==> config.mk <==
export PLATFORM = sky130hd
export DESIGN_NAME = fp_add_pipe_flat
export DESIGN_NICKNAME = d
export VERILOG_FILES = /design/src/rtl/fp_add_if.sv /design/src/rtl/fp_add_pipe.sv /design/src/flat_wrapper.sv
export SDC_FILE = /design/constraint.sdc
export NUM_CORES = 1
export LEC_CHECK = 0
export CORE_UTILIZATION = 45
export DETAILED_ROUTE_END_ITERATION = 16
export GPL_TIMING_DRIVEN = 1
export PLACE_DENSITY = 0.64
export SETUP_SLACK_MARGIN = 0.3
export SYNTH_ARGS = -nofsm -noshare
export SYNTH_HDL_FRONTEND = slang
export SYNTH_SLANG_ARGS = --single-unit
==> constraint.sdc <==
create_clock -name clk -period 15.9 [get_ports clk]
set_input_delay 3.18 -clock clk [delete_from_list [all_inputs] [get_ports clk]]
set_output_delay 3.18 -clock clk [all_outputs]
set_load 0.02 [all_outputs]
==> src/rtl/fp_add_if.sv <==
// fp_add_if: operand/result valid-ready bundle for the pipelined FP adder
interface fp_add_if #(
  parameter int EXP_W = 8,
  parameter int MAN_W = 23
);
  localparam int W = 1 + EXP_W + MAN_W;
  logic in_valid, in_ready, op_sub, out_valid, out_ready, ovf, invalid;
  logic [W-1:0] a, b, result;
  modport master (output in_valid, a, b, op_sub, out_ready, input in_ready, out_valid, result, ovf, invalid);
  modport slave (input in_valid, a, b, op_sub, out_ready, output in_ready, out_valid, result, ovf, invalid);
endinterface

==> src/rtl/fp_add_pipe.sv <==
// fp_add_pipe: 3-stage pipelined FP adder/subtractor, flush-to-zero, truncating, global stall
module fp_add_pipe #(
  parameter int EXP_W = 8,
  parameter int MAN_W = 23
) (
  input logic clk,
  input logic rst,
  fp_add_if.slave io
);
  localparam int W = 1 + EXP_W + MAN_W;
  localparam int SW = MAN_W + 3;
  localparam int NW = MAN_W + 4;
  localparam int EW = EXP_W + 2;
  localparam int LZ_W = $clog2(SW + 1);
  localparam logic [EXP_W-1:0] E_ONES = '1;
  localparam logic [W-1:0] QNAN = {1'b0, E_ONES, 1'b1, {(MAN_W-1){1'b0}}};
  logic en, v1, v2, v3;
  logic sa, sb, a_big, nan_a, nan_b, inf_a, inf_b;
  logic [EXP_W-1:0] ea, eb, ex, ey, d;
  logic [MAN_W-1:0] ma, mb;
  logic [SW-1:0] gx, gy;
  logic sx1, sub1, nan1, inf1, isg1;
  logic [EXP_W-1:0] ex1;
  logic [SW-1:0] gx1, gy1;
  logic sx2, nan2, inf2, isg2;
  logic [EXP_W-1:0] ex2;
  logic [NW-1:0] sum2;
  logic [LZ_W-1:0] lz;
  logic [SW-1:0] norm;
  logic [EW-1:0] e;
  logic [MAN_W-1:0] mn;
  logic of, uf, ovf_n;
  logic [W-1:0] res, res3;
  logic ovf3, inv3;
  logic unused_bits;
  assign en = !v3 || io.out_ready;
  assign io.in_ready = en;
  assign io.out_valid = v3;
  assign io.result = res3;
  assign io.ovf = v3 && ovf3;
  assign io.invalid = v3 && inv3;
  assign sa = io.a[W-1];
  assign sb = io.b[W-1] ^ io.op_sub;
  assign ea = io.a[W-2:MAN_W];
  assign eb = io.b[W-2:MAN_W];
  assign ma = io.a[MAN_W-1:0];
  assign mb = io.b[MAN_W-1:0];
  assign nan_a = &ea && |ma;
  assign nan_b = &eb && |mb;
  assign inf_a = &ea && ~|ma;
  assign inf_b = &eb && ~|mb;
  assign a_big = {ea, ma} >= {eb, mb};
  assign ex = a_big ? ea : eb;
  assign ey = a_big ? eb : ea;
  assign d = ex - ey;
  assign gx = ex == '0 ? '0 : {1'b1, a_big ? ma : mb, 2'b00};
  assign gy = ey == '0 || 32'(d) >= SW ? '0 : {1'b1, a_big ? mb : ma, 2'b00} >> d;
  always_comb begin
    lz = '0;
    for (int i = 0; i < SW; i++) lz = sum2[i] ? LZ_W'(SW - 1 - i) : lz;
    norm = sum2[SW-1:0] << lz;
    e = sum2[SW] ? EW'(ex2) + EW'(1) : EW'(ex2) - EW'(lz);
    mn = sum2[SW] ? sum2[SW-1:3] : norm[SW-2:2];
    of = !e[EW-1] && e[EW-2:0] >= (EW-1)'(E_ONES);
    uf = e[EW-1] || e == '0;
    ovf_n = of && !nan2 && !inf2 && |sum2;
    res = nan2 ? QNAN : inf2 ? {isg2, E_ONES, {MAN_W{1'b0}}} : sum2 == '0 ? '0 :
          of ? {sx2, E_ONES, {MAN_W{1'b0}}} : uf ? {sx2, {(W-1){1'b0}}} : {sx2, e[EXP_W-1:0], mn};
  end
  assign unused_bits = ^{norm[SW-1], norm[1:0]};
  always_ff @(posedge clk) begin
    if (rst) begin
      v1 <= 1'b0;
      v2 <= 1'b0;
      v3 <= 1'b0;
      res3 <= '0;
      ovf3 <= 1'b0;
      inv3 <= 1'b0;
    end else if (en) begin
      v1 <= io.in_valid;
      v2 <= v1;
      v3 <= v2;
      sx1 <= a_big ? sa : sb;
      sub1 <= sa ^ sb;
      ex1 <= ex;
      gx1 <= gx;
      gy1 <= gy;
      nan1 <= nan_a || nan_b || (inf_a && inf_b && sa != sb);
      inf1 <= inf_a || inf_b;
      isg1 <= inf_a ? sa : sb;
      sx2 <= sx1;
      ex2 <= ex1;
      nan2 <= nan1;
      inf2 <= inf1;
      isg2 <= isg1;
      sum2 <= sub1 ? {1'b0, gx1} - {1'b0, gy1} : {1'b0, gx1} + {1'b0, gy1};
      res3 <= res;
      ovf3 <= ovf_n;
      inv3 <= nan2;
    end
  end
endmodule

==> src/flat_wrapper.sv <==
// flat-port wrapper written by rule: the top's interface ports become plain ports
module fp_add_pipe_flat 
#(
  parameter int EXP_W = 8,
  parameter int MAN_W = 23
)
  (clk, rst, io_in_valid, io_a, io_b, io_op_sub, io_out_ready, io_in_ready, io_out_valid, io_result, io_ovf, io_invalid);
  fp_add_if #(.EXP_W(EXP_W), .MAN_W(MAN_W)) io_i ();
  input logic clk;
  input logic rst;
  input wire logic [$bits(io_i.in_valid)-1:0] io_in_valid;
  input wire logic [$bits(io_i.a)-1:0] io_a;
  input wire logic [$bits(io_i.b)-1:0] io_b;
  input wire logic [$bits(io_i.op_sub)-1:0] io_op_sub;
  input wire logic [$bits(io_i.out_ready)-1:0] io_out_ready;
  output wire logic [$bits(io_i.in_ready)-1:0] io_in_ready;
  output wire logic [$bits(io_i.out_valid)-1:0] io_out_valid;
  output wire logic [$bits(io_i.result)-1:0] io_result;
  output wire logic [$bits(io_i.ovf)-1:0] io_ovf;
  output wire logic [$bits(io_i.invalid)-1:0] io_invalid;
  assign io_i.in_valid = io_in_valid;
  assign io_i.a = io_a;
  assign io_i.b = io_b;
  assign io_i.op_sub = io_op_sub;
  assign io_i.out_ready = io_out_ready;
  assign io_in_ready = io_i.in_ready;
  assign io_out_valid = io_i.out_valid;
  assign io_result = io_i.result;
  assign io_ovf = io_i.ovf;
  assign io_invalid = io_i.invalid;
  fp_add_pipe #(.EXP_W(EXP_W), .MAN_W(MAN_W)) u_core (.clk(clk), .rst(rst), .io(io_i));
endmodule
---- Word-level counts from Yosys, hierarchy flattened ----
Index checks and enable logic that the tools add are counted.
word-level totals
  bits in latches ......................... 0
  word-level logic and storage cells ...... 110
  memories kept ........................... 0
  RAM bits ................................ 0
  register bits ........................... 141
  output and inout port bits .............. 36
  memory bits (read-only) ................. 0
cells by class
  multiply operators ...................... 0
  multiplexer cells ....................... 41
  equal/unequal tests ..................... 1
  magnitude comparators ................... 3
  reduce and logical (&&, ||, !) cells .... 34
  div/mod/pow operators ................... 0
  bitwise operators ....................... 3
  add/subtract/negate cells ............... 5
  shift-type cells ........................ 2
operators by type and width
  cell                 count
  $mux 5               26
  $mux 32              3
  $mux 23              3
  $mux 31              2
  $reduce_or 23->1     2
  $ge 31x31->1         1
  $add 26x26->27       1
  $logic_not 27->1     1
  $mux 27              1
  $reduce_or 27->1     1
  $sub 26x26->27       1
  $mux 26              1
  $shl 26x5->25        1
  $shr 26x8->26        1
  $logic_not 8->1      2
  $mux 8               2
  $reduce_and 8->1     2
  $logic_and 1x1->1    12
  $logic_not 10->1     1
  $mux 10              1
  $add 8x1->9 const B  1
  $ge 9x8->1 const B   1
  $sub 8x5->9          1
  $ge 8x5->1 const B   1
  8 further kinds      20

---- Depth between registers and ports, before layout ----
Gate-level depths: netlist of run 1.
  depth in word-level cells ............... 35
  mapped depth ............................ 26
  gate-level depth less buffers ........... 20

---- Worst setup path before layout of run 1 ----
No wires, ideal clock.
  path type ............................... input port to flip-flop
  from .................................... input io_out_ready
  to ...................................... register u_core.res3[22] (netlist: u_core.io.result[22])
  path slack .............................. 7.257 ns
  library setup time ...................... 0.057 ns
  required time ........................... 15.843 ns
  path buffers ............................ 1
  data arrival time ....................... 8.586 ns
  cell stages on the path ................. 7
  cells stage by stage .................... nor2b_1 clkbuf_1 nor2_1 nand3_1 or3_1 a211oi_1 or3_1
between the ends
  cells in the longest elaborated chain, start to end .. 1
RTL lines
  item                  RTL line            RTL
  from (decl)           flat_wrapper.sv:15  input wire logic [$bits(io_i.out_ready)-1:0] io_out_ready;
  $logic_or 1x1->1      fp_add_pipe.sv:36   assign en = !v3 || io.out_ready;
  to (signal assigned)  fp_add_pipe.sv:97   res3 <= res;
  to (decl)             fp_add_pipe.sv:33   logic [W-1:0] res, res3;
No other way between the ends.
A chain may end at the register's enable or synchronous reset.

---- Final worst setup path of run 1 ----
  from .................................... input io_b[23]
  to ...................................... register u_core.gy1[1], data pin
between the ends
  cells in the longest elaborated chain, start to end .. 5
RTL lines
  item                       RTL line                              RTL
  from (decl)                flat_wrapper.sv:13                    input wire logic [$bits(io_i.b)-1:0] io_b;
  $ge 31x31->1               fp_add_pipe.sv:52                     assign a_big = {ea, ma} >= {eb, mb};
  $mux 8 (on tied branches)  fp_add_pipe.sv:53, fp_add_pipe.sv:54
  $sub 8x8->8                fp_add_pipe.sv:55                     assign d = ex - ey;
  $ge 8x5->1                 fp_add_pipe.sv:57                     assign gy = ey == '0 || 32'(d) >= SW ? '0 : {1'b1, a_big ? mb : ma, 2'b00} >> d;
  $logic_or 1x1->1           fp_add_pipe.sv:57
  to (signal assigned)       fp_add_pipe.sv:87                     gy1 <= gy;
  to (decl)                  fp_add_pipe.sv:24                     logic [SW-1:0] gx1, gy1;
Parallel ways exist; a longest one is shown, timed or not.

==> flow_metrics.tcl, run 1 <==
set metrics [dict create \
    status "finished, final reports clean" \
    synth_seq_cells 139 \
    synth_cells 1308 \
    netlist.area_leader.share 0.261 \
    max_freq_ghz 0.115 \
    post-synth-top-count-cell "nand2_1" \
    route.detailed.drc 0 \
    clock_sinks 139 \
    worst_slew_pin_slew_ps 1130 \
    p_per_area_nw_per_um2 119 \
    place.gp.congestion 0.974 \
    setup-violations-final 0 \
    drive_gt1_frac 0.0811 \
    holdPathStages 0 \
    h-tree-depth 4 \
    antenna_found_initial 1 \
    synthArstFlopShare 0 \
    min_period_over_period 0.549 \
    dr.pass1.iters 7 \
    area_growth_pct 15.6 \
    nFillCells 2368 \
    clk_pin_slew_ps 70 \
    synth_seq_area_share 0.324 \
    synth_area_leader_cell "edfxtp_1" \
    postCtsSetupRepairBufs 0 \
    cp_max_fo 57 \
    cp.arrival_ps 8890 \
    tns_ps 0 \
    p_leak_nw 5.30 \
    hold_violations 0 \
    fin_nets 1514 \
    synth_fa_ha_area_frac 0.0700 \
    synth_area_leaders "edfxtp_1 (26%), ha_1 (6.8%), dfxtp_1 (6.3%)" \
    antenna_left 0 \
    routed_wl_mm 35.1 \
    end_kind "flip-flop" \
    relSlewSlack 0.239 \
    min_path_type "reg -> reg" \
    grt_pass1_vias 10300 \
    wl_per_cell_um 20.4 \
    slew_violations 0 \
    dp_hpwl_mm 27.1 \
    place_area_um2 13000 \
    synthTopCellsByCount "nand2_1 (149), nor2_1 (105), edfxtp_1 (102), a21oi_1 (92), o21ai_0 (70)" \
    clkLatencyLatePin_ps 430 \
    n_antenna_cell 0 \
    vdd_drop_max_mv 0.0696 \
    syn_nets 1442 \
    cap_violations 0 \
    gr-total-overflow 0 \
    synth-xor-area-share 0.0456 \
    r2r_cells 20 \
    fin_area_um2 13600 \
    rows 58 \
    die_area_um2 26700 \
    ios 105 \
    cp.required_ps 16070 \
    synth.area.mux_share 0.118 \
    synth.distinct_cells 89 \
    grt_max_degree 65 \
    final.min_clock_period_ps 8720 \
    fin_skew_ps 16.6 \
    vias 10600 \
    cts_buffer_depth 2 \
    core_um2 25400 \
    synth_compound_area_frac 0.200 \
    synth-simple-area-share 0.193 \
    cts_buffers 17 \
    synth_ff_type "edfxtp_1" \
    hold_buffers 0 \
    track_usage 0.270 \
    grt_pass1_wl_mm 55.5 \
    synth_edf_count 102 \
    die_width_um 163 \
    avgSynthCellArea_um2 8.97 \
    synth_top_family_by_area "compound AO/OA/AOI/OAI gates" \
    fin_util 0.534 \
    yosysWarnings 0 \
    cts_tree "done" \
    initial_core_util 0.462 \
    port_buffers 104 \
    path_class "in -> reg" \
    cts-root-buf "clkbuf_16" \
    via_per_inst 6.14 \
    die_h_um 163 \
    syn_area_um2 11700 \
    post_cts_resized 0 \
    cp-start-kind "primary input" \
    rsz0062_at_grt "false" \
    drtIter0Drc 871 \
]
## power by group
group / total [mW] / internal (mW) / switching [mW]
logic: 0.721 / 0.300 / 0.420
clock network: 0.379 / 0.218 / 0.162
registers: 0.515 / 0.455 / 0.0601
total: 1.62 / 0.973 / 0.642
## path summary, 6_finish.rpt
check / start / endpoint / slack (ps)
min reg2reg: u_core.nan1 / u_core.nan2 / 410
min: u_core.nan1 / u_core.nan2 / 410
max reg2reg: u_core.sum2[4] / u_core.io.result[2] / 9130
max: io_b[23] / u_core.gy1[1] / 7180
## placed cells by master (no fill, tap or decap), types with 11 or more instances in the layout
cell	netlist	routed
nor2b_1	12	12
mux4_2	24	24
ha_1	64	64
mux2i_1	68	68
o31ai_1	14	14
buf_4	0	14
nor4_1	30	29
xnor2_1	46	46
a211oi_1	30	30
o21ai_0	70	69
clkdlybuf4s50_1	0	104
dfxtp_1	37	37
nand2_1	149	149
nor3_1	43	42
nand2b_1	12	12
nor2_1	105	104
clkbuf_16	0	17
inv_1	65	65
xor2_1	15	15
a21oi_1	92	92
edfxtp_1	102	102
a32oi_1	12	12
a22oi_1	11	11
nand3_1	34	34
## critical path, stage by stage
cell             delay [ps]
clkdlybuf4s50_1         520
inv_1                    80
ha_1                    740
nand2_1                 110
or3_4                   370
nor4_4                  340
a21oi_1                 120
or3b_1                  360
nor2_4                   40
buf_4                   320
mux2i_1                 190
ha_1                    260
nand2_1                 110
nand2_1                  60
a21oi_1                 140
nand3_1                 110
o21a_1                  200
xor2_1                  260
a31oi_1                 310
nand3b_2                480
a2111oi_0               570
## state kept, by name, summed over array words and instances (netlist names), 8 cells and up
register / flops
u_core.sum2: 27
u_core.ex1: 8
u_core.gx1: 24
u_core.io.result: 32
u_core.gy1: 26
u_core.ex2: 8
## cells by family after synthesis
kind of cell,Yosys count
flops,139
buf+inv,134
simple gates,459
xor+xnor,61
fa+ha+maj,65
mux,104
compound gates,346
## metal layers
metal	vias to the layer above	wire length (um)	GRT usage
met4	2	1310	0.118
met5	-	9	0
met3	88	1610	0.0297
met1	5032	15100	0.336
met2	375	17100	0.470
li1	5085	-	-
## through the flow
stage               instances  power [mW]  hold slack (ps)  worst slack [ps]
finish                   1723        1.62              406              7180
global route             1723        1.71              409              6640
CTS                      1723        1.61              405              7200
detailed placement       1691        1.23              405              6770
global placement         1691        1.23              403              7020
floorplan                1308        1.03              400              7260
## area by class of cell
type	count	area, um2	share of cell area
sequential	139	3800	0.280
multi-input combinational	1035	7370	0.544
clock inverter	15	140	0.0103
timing repair buffer	118	1150	0.0845
tap	330	413	0.0304
inverter	69	259	0.0191
clock buffer	17	425	0.0314
Note: power is estimated with default switching activity, not from simulation.
==> run 2, diff against run 1 <==
--- a/config.mk
+++ b/config.mk
@@ -8,7 +8,7 @@
 export CORE_UTILIZATION = 45
 export DETAILED_ROUTE_END_ITERATION = 16
 export GPL_TIMING_DRIVEN = 1
-export PLACE_DENSITY = 0.64
+export PLACE_DENSITY = 0.66
 export SETUP_SLACK_MARGIN = 0.3
 export SYNTH_ARGS = -nofsm -noshare
 export SYNTH_HDL_FRONTEND = slang
==> constraint.sdc (replaced) <==
create_clock -name clk -period 7.2 [get_ports clk]
set_input_delay 1.44 -clock clk [delete_from_list [all_inputs] [get_ports clk]]
set_output_delay 1.44 -clock clk [all_outputs]
set_load 0.02 [all_outputs]
==> run 2 against run 1 <==
  * Largest power group unchanged
  * Flip-flop and latch count stayed put
  * Total power rose by 120%
  * Register-to-register slack worse by 7700 ps
  * Design area grew 0.46%
==> flow_metrics.tcl, run 2 (synthesis gave the netlist of run 1 again) <==
set metrics [dict create \
    status "finished, final reports clean" \
    path_class "in -> reg" \
    gr-total-overflow 0 \
    postCtsSetupRepairBufs 0 \
    fin_area_um2 13600 \
    antenna_left 0 \
    hold_violations 0 \
    ios 105 \
    place_area_um2 13000 \
    die_width_um 163 \
    seq_power_share 0.315 \
    routed_wl_mm 34.5 \
    multi_input_area_um2 7370 \
    vdd_drop_max_mv 0.194 \
    fin_skew_ps 10.7 \
    numPlacedInstances 1698 \
    grt_pass1_wl_mm 55.3 \
    dp_hpwl_mm 26.7 \
    p_comb_frac 0.446 \
    wl_met3_mm 2.01 \
    slowest_stage "clkdlybuf4s50_1" \
    fin_nets 1521 \
    drtIter0Drc 948 \
    dr.pass1.iters 5 \
    top_layer "met4" \
    post_cts_resized 0 \
    final_common_cell "nand2_1" \
    largest_reg_flops 32 \
    clock_sinks 139 \
    grt_pass1_vias 10200 \
    final.min_clock_period_ps 6420 \
    layout.cells.non_filler 1730 \
    max_freq_ghz 0.156 \
    wl_met2_mm 16.8 \
    cts_buffer_depth 2 \
    p_per_area_nw_per_um2 264 \
    end_kind "flip-flop" \
    area_growth_pct 16.2 \
    rsz0062_at_grt "false" \
    cap_violations 0 \
    hold_buffers 0 \
    cts_tree "done" \
    crit_path_cell_trace "clkdlybuf4s50_1, inv_1, ha_1, nand4_2, or3_4, nor4_4, a21oi_1, or3b_1, nor2_4, mux2i_1, ha_1, nand2_1, nand2_1, a21oi_1, nand3_1, o21a_1, xor2_1, buf_4, a31oi_1, nand3b_2, a2111oi_0" \
    die_h_um 163 \
    clk_pin_slew_ps 60 \
    tns_ps 0 \
    n_antenna_cell 0 \
    port_buffers 104 \
    clkLatencyLatePin_ps 430 \
    rows 58 \
    antenna_found_initial 0 \
    switchingPower_mw 1.42 \
    wl_per_cell_um 20.0 \
    core_um2 25400 \
    fin_util 0.536 \
    whs_ps 415 \
    min_period_over_period 0.892 \
    place.gp.congestion 0.944 \
    via_per_inst 6.16 \
    route.detailed.drc 0 \
    p_leak_nw 5.32 \
    cp.arrival_ps 6620 \
    h-tree-depth 4 \
    slowest_delay_ps 530 \
    initial_core_util 0.462 \
    cp_max_fo 26 \
    met1_length_mm 14.7 \
    track_usage 0.267 \
    cp.required_ps 7400 \
    die_area_um2 26700 \
    power_mw 3.60 \
    final_cell_mix "nand2_1 (149), nor2_1 (104), clkdlybuf4s50_1 (104)" \
    cp-start-kind "primary input" \
    relSlewSlack 0.269 \
    min_path_type "reg -> reg" \
    drive_gt1_frac 0.0850 \
    vias 10700 \
    slew_violations 0 \
    grt_max_degree 62 \
    clock_power_share 0.239 \
    cts-root-buf "clkbuf_16" \
    swShare 0.393 \
    dp_slack_ps 436 \
    nFillCells 2367 \
    seq_area_um2 3800 \
    cts_buffers 17 \
    worst_slack_ps 781 \
    worst_slew_pin_slew_ps 1090 \
    setup-violations-final 0 \
    intPower_mw 2.18 \
]
==> run 2: changes by cell type in the layout (fill, tap and decap cells not counted) <==
cell / before / now
bufinv_16: 1 / 2
clkinv_4: 4 / 2
inv_8: 1 / 0
buf_4: 14 / 21
clkinv_1: 3 / 4
clkinvlp_4: 2 / 5
inv_6: 4 / 2
==> run 2: cell type report <==
type | instances | share of cell area
Inverter | 69 | 0.0190
Timing Repair Buffer | 125 | 0.0880
Clock inverter | 15 | 0.0110
Sequential cell | 139 | 0.279
Tap cell | 330 | 0.0303
Clock buffer | 17 | 0.0312
Multi-Input combinational cell | 1035 | 0.541
==> run 2: final timing paths <==
| check | from | endpoint | slack, ps | cells past startpoint |
|---|---|---|---|---|
| worst min register to register | u_core.ex1[2] | u_core.ex2[2] | 410 | 0 |
| worst min-delay path | u_core.ex1[2] | u_core.ex2[2] | 410 | 0 |
| worst max register to register | u_core.sum2[18] | u_core.io.result[13] | 1430 | 20 |
| worst max-delay path | io_b[26] | u_core.gy1[1] | 780 | 21 |
==> run 2: worst max-delay path, delay by kind of cell <==
kind	cells	cell delay, ps
mux	1	120
fa+ha+maj	2	700
compound gates	5	1250
simple gates	9	2130
buf+inv	3	790
xor+xnor	1	160
==> run 2: per-layer routing <==
layer | track usage | up-vias
li1 | - | 5111
met2 | 0.460 | 417
met3 | 0.0404 | 66
met1 | 0.337 | 5063
met5 | 0 | -
met4 | 0.0977 | 0
==> run 2: power by group through the flow <==
stage	clock (mW)	combinational (mW)	sequential, mW
2_1_floorplan	0	1.15	1.12
3_3_place_gp	0	1.57	1.15
3_5_place_dp	0	1.58	1.15
4_1_cts	0.867	1.59	1.13
5_1_grt	0.903	1.75	1.15
6_report	0.859	1.61	1.13
==> run 3, diff against run 2 <==
--- a/config.mk
+++ b/config.mk
@@ -5,6 +5,7 @@
 export SDC_FILE = /design/constraint.sdc
 export NUM_CORES = 1
 export LEC_CHECK = 0
+export CORE_MARGIN = 2
 export CORE_UTILIZATION = 45
 export DETAILED_ROUTE_END_ITERATION = 16
 export GPL_TIMING_DRIVEN = 1
==> run 3 against run 2 <==
  * Utilization decreased by 0.88 points
  * Design area about the same
  * Total power decreased by 0.48%
  * Critical path depth decreased by 1
  * First-iteration DRC count increased by 18%
  * Highest routed layer unchanged
  * Largest power group unchanged
  * Final cell count increased by 0.29%
  * Worst hold slack improved by 3.7 ps
  * Critical endpoint is now u_core.gy1[22]
  * Largest cell class unchanged
  * Routed wire length decreased by 0.64%
==> flow_metrics.tcl, run 3 (synthesis gave the netlist of run 1 again) <==
set metrics [dict create \
    status "finished, final reports clean" \
    rows 59 \
    timing.rr.end "u_core.io.result[13]" \
    wl_per_cell_um 19.8 \
    port_buffers 104 \
    fin_nets 1521 \
    r2r_cells 20 \
    cts-root-buf "clkbuf_16" \
    cp_max_fo 16 \
    nFillCells 2381 \
    cap_violations 0 \
    rsz0062_at_grt "false" \
    final_cell_mix "nand2_1 (149), nor2_1 (104), clkdlybuf4s50_1 (104)" \
    drive_gt1_frac 0.0843 \
    hold_violations 0 \
    postCtsSetupRepairBufs 0 \
    initial_core_util 0.454 \
    slowest_delay_ps 730 \
    area_growth_pct 16.2 \
    numPlacedInstances 1703 \
    crit_family "simple AND/OR/NAND/NOR gates" \
    place.gp.congestion 0.978 \
    drtIter0Drc 1116 \
    h-tree-depth 4 \
    tns_ps 0 \
    grt_pass1_wl_mm 54.7 \
    routed_wl_mm 34.3 \
    relSlewSlack 0.263 \
    antenna_left 0 \
    antenna_found_initial 0 \
    clk_pin_slew_ps 60 \
    cp.arrival_ps 6450 \
    grt_max_degree 63 \
    regToRegStartpoint "u_core.sum2[18]" \
    clock_sinks 139 \
    whs_ps 418 \
    worst_slew_pin_slew_ps 1100 \
    cp_num_cells 20 \
    setup-violations-final 0 \
    core_um2 25800 \
    via_per_inst 6.15 \
    cp-start-kind "primary input" \
    hold_end "u_core.ex2[4]" \
    cp.required_ps 7430 \
    slowest_stage "xnor2_1" \
    layout.cells.non_filler 1735 \
    grt_pass1_vias 10200 \
    gr-total-overflow 0 \
    vias 10700 \
    min_period_over_period 0.863 \
    p_per_area_nw_per_um2 263 \
    dr.pass1.iters 5 \
    route.detailed.drc 0 \
    min_path_type "reg -> reg" \
    min_from "u_core.ex1[4]" \
    holdPathStages 0 \
    hold_buffers 0 \
    n_antenna_cell 0 \
    multi_input_area_um2 7370 \
    largest_reg_flops 32 \
    end_kind "flip-flop" \
    die_area_um2 27400 \
    post_cts_resized 0 \
    die_width_um 165 \
    track_usage 0.256 \
    die_h_um 165 \
    r2r_slack_ps 1350 \
    dp_hpwl_mm 26.7 \
    crit_path_cell_trace "clkdlybuf4s50_1, inv_1, ha_1, nand4_2, or3_4, nor4_4, a21oi_1, or3b_1, nor2_4, mux2i_1, ha_1, nand2_1, nand2_1, a21oi_1, nand3_1, o21a_1, xnor2_1, o31ai_2, buf_4, nor4_1" \
    ios 105 \
    slew_violations 0 \
    path_class "in -> reg" \
    path_buf_inv 3 \
    final.min_clock_period_ps 6220 \
    vdd_drop_max_mv 0.169 \
    fin_util 0.528 \
    seq_area_um2 3800 \
    final_common_cell "nand2_1" \
    cts_buffer_depth 2 \
    max_freq_ghz 0.161 \
    cts_buffers 17 \
    cts_tree "done" \
    clkLatencyLatePin_ps 430 \
    p_leak_nw 5.33 \
    fin_skew_ps 14.5 \
]
[run 3: area by class of cell]
cell class / count / area share
clock inverter: 14 / 0.0107
timing repair buffer: 125 / 0.0879
sequential: 139 / 0.279
multi-input combinational: 1035 / 0.541
clock buffer: 18 / 0.0315
tap: 335 / 0.0308
inverter: 69 / 0.0190
[run 3: worst reg2reg max path, delay by kind of cell (launching register included)]
family | cells | cell delay [ps]
compound gates | 9 | 1920
simple gates | 5 | 1820
buf+inv | 3 | 670
fa+ha+maj | 2 | 660
flops | 1 | 520
xor+xnor | 1 | 170
[run 3: metrics by stage]
step                      total power, mW  area [um2]  setup WS (ps)
after detailed placement             2.72       13100            629
after global routing                 3.80       13600            595
after global placement               2.71       13100            788
after floorplan                      2.27       11700           1140
after CTS                            3.57       13600           1070
final                                3.58       13600            984
[run 3: layer usage]
layer	track usage	vias up	part of all wire
met3	0.0362	65	0.057
li1	-	5103	-
met1	0.334	5045	0.43
met5	0	-	0
met4	0.0839	0	0.026
met2	0.439	449	0.48
[run 3: worst max-delay path by stage]
stage,start,endpoint,slack (ps)
after floorplan,io_b[25],u_core.gy1[6],1140
after global placement,io_b[29],u_core.gy1[23],790
after detailed placement,io_b[29],u_core.gy1[23],630
after CTS,io_b[29],u_core.gy1[23],1070
after global routing,io_b[29],u_core.gy1[23],590
final,io_b[29],u_core.gy1[22],980
[run 3: report_power, final]
| part | leakage [nW] | total, mW | internal (mW) | switching (mW) |
|---|---|---|---|---|
| registers | 1.32 | 1.13 | 1.01 | 0.130 |
| clock network | 0.268 | 0.851 | 0.509 | 0.342 |
| logic | 3.74 | 1.60 | 0.671 | 0.925 |
| total | 5.33 | 3.58 | 2.19 | 1.40 |
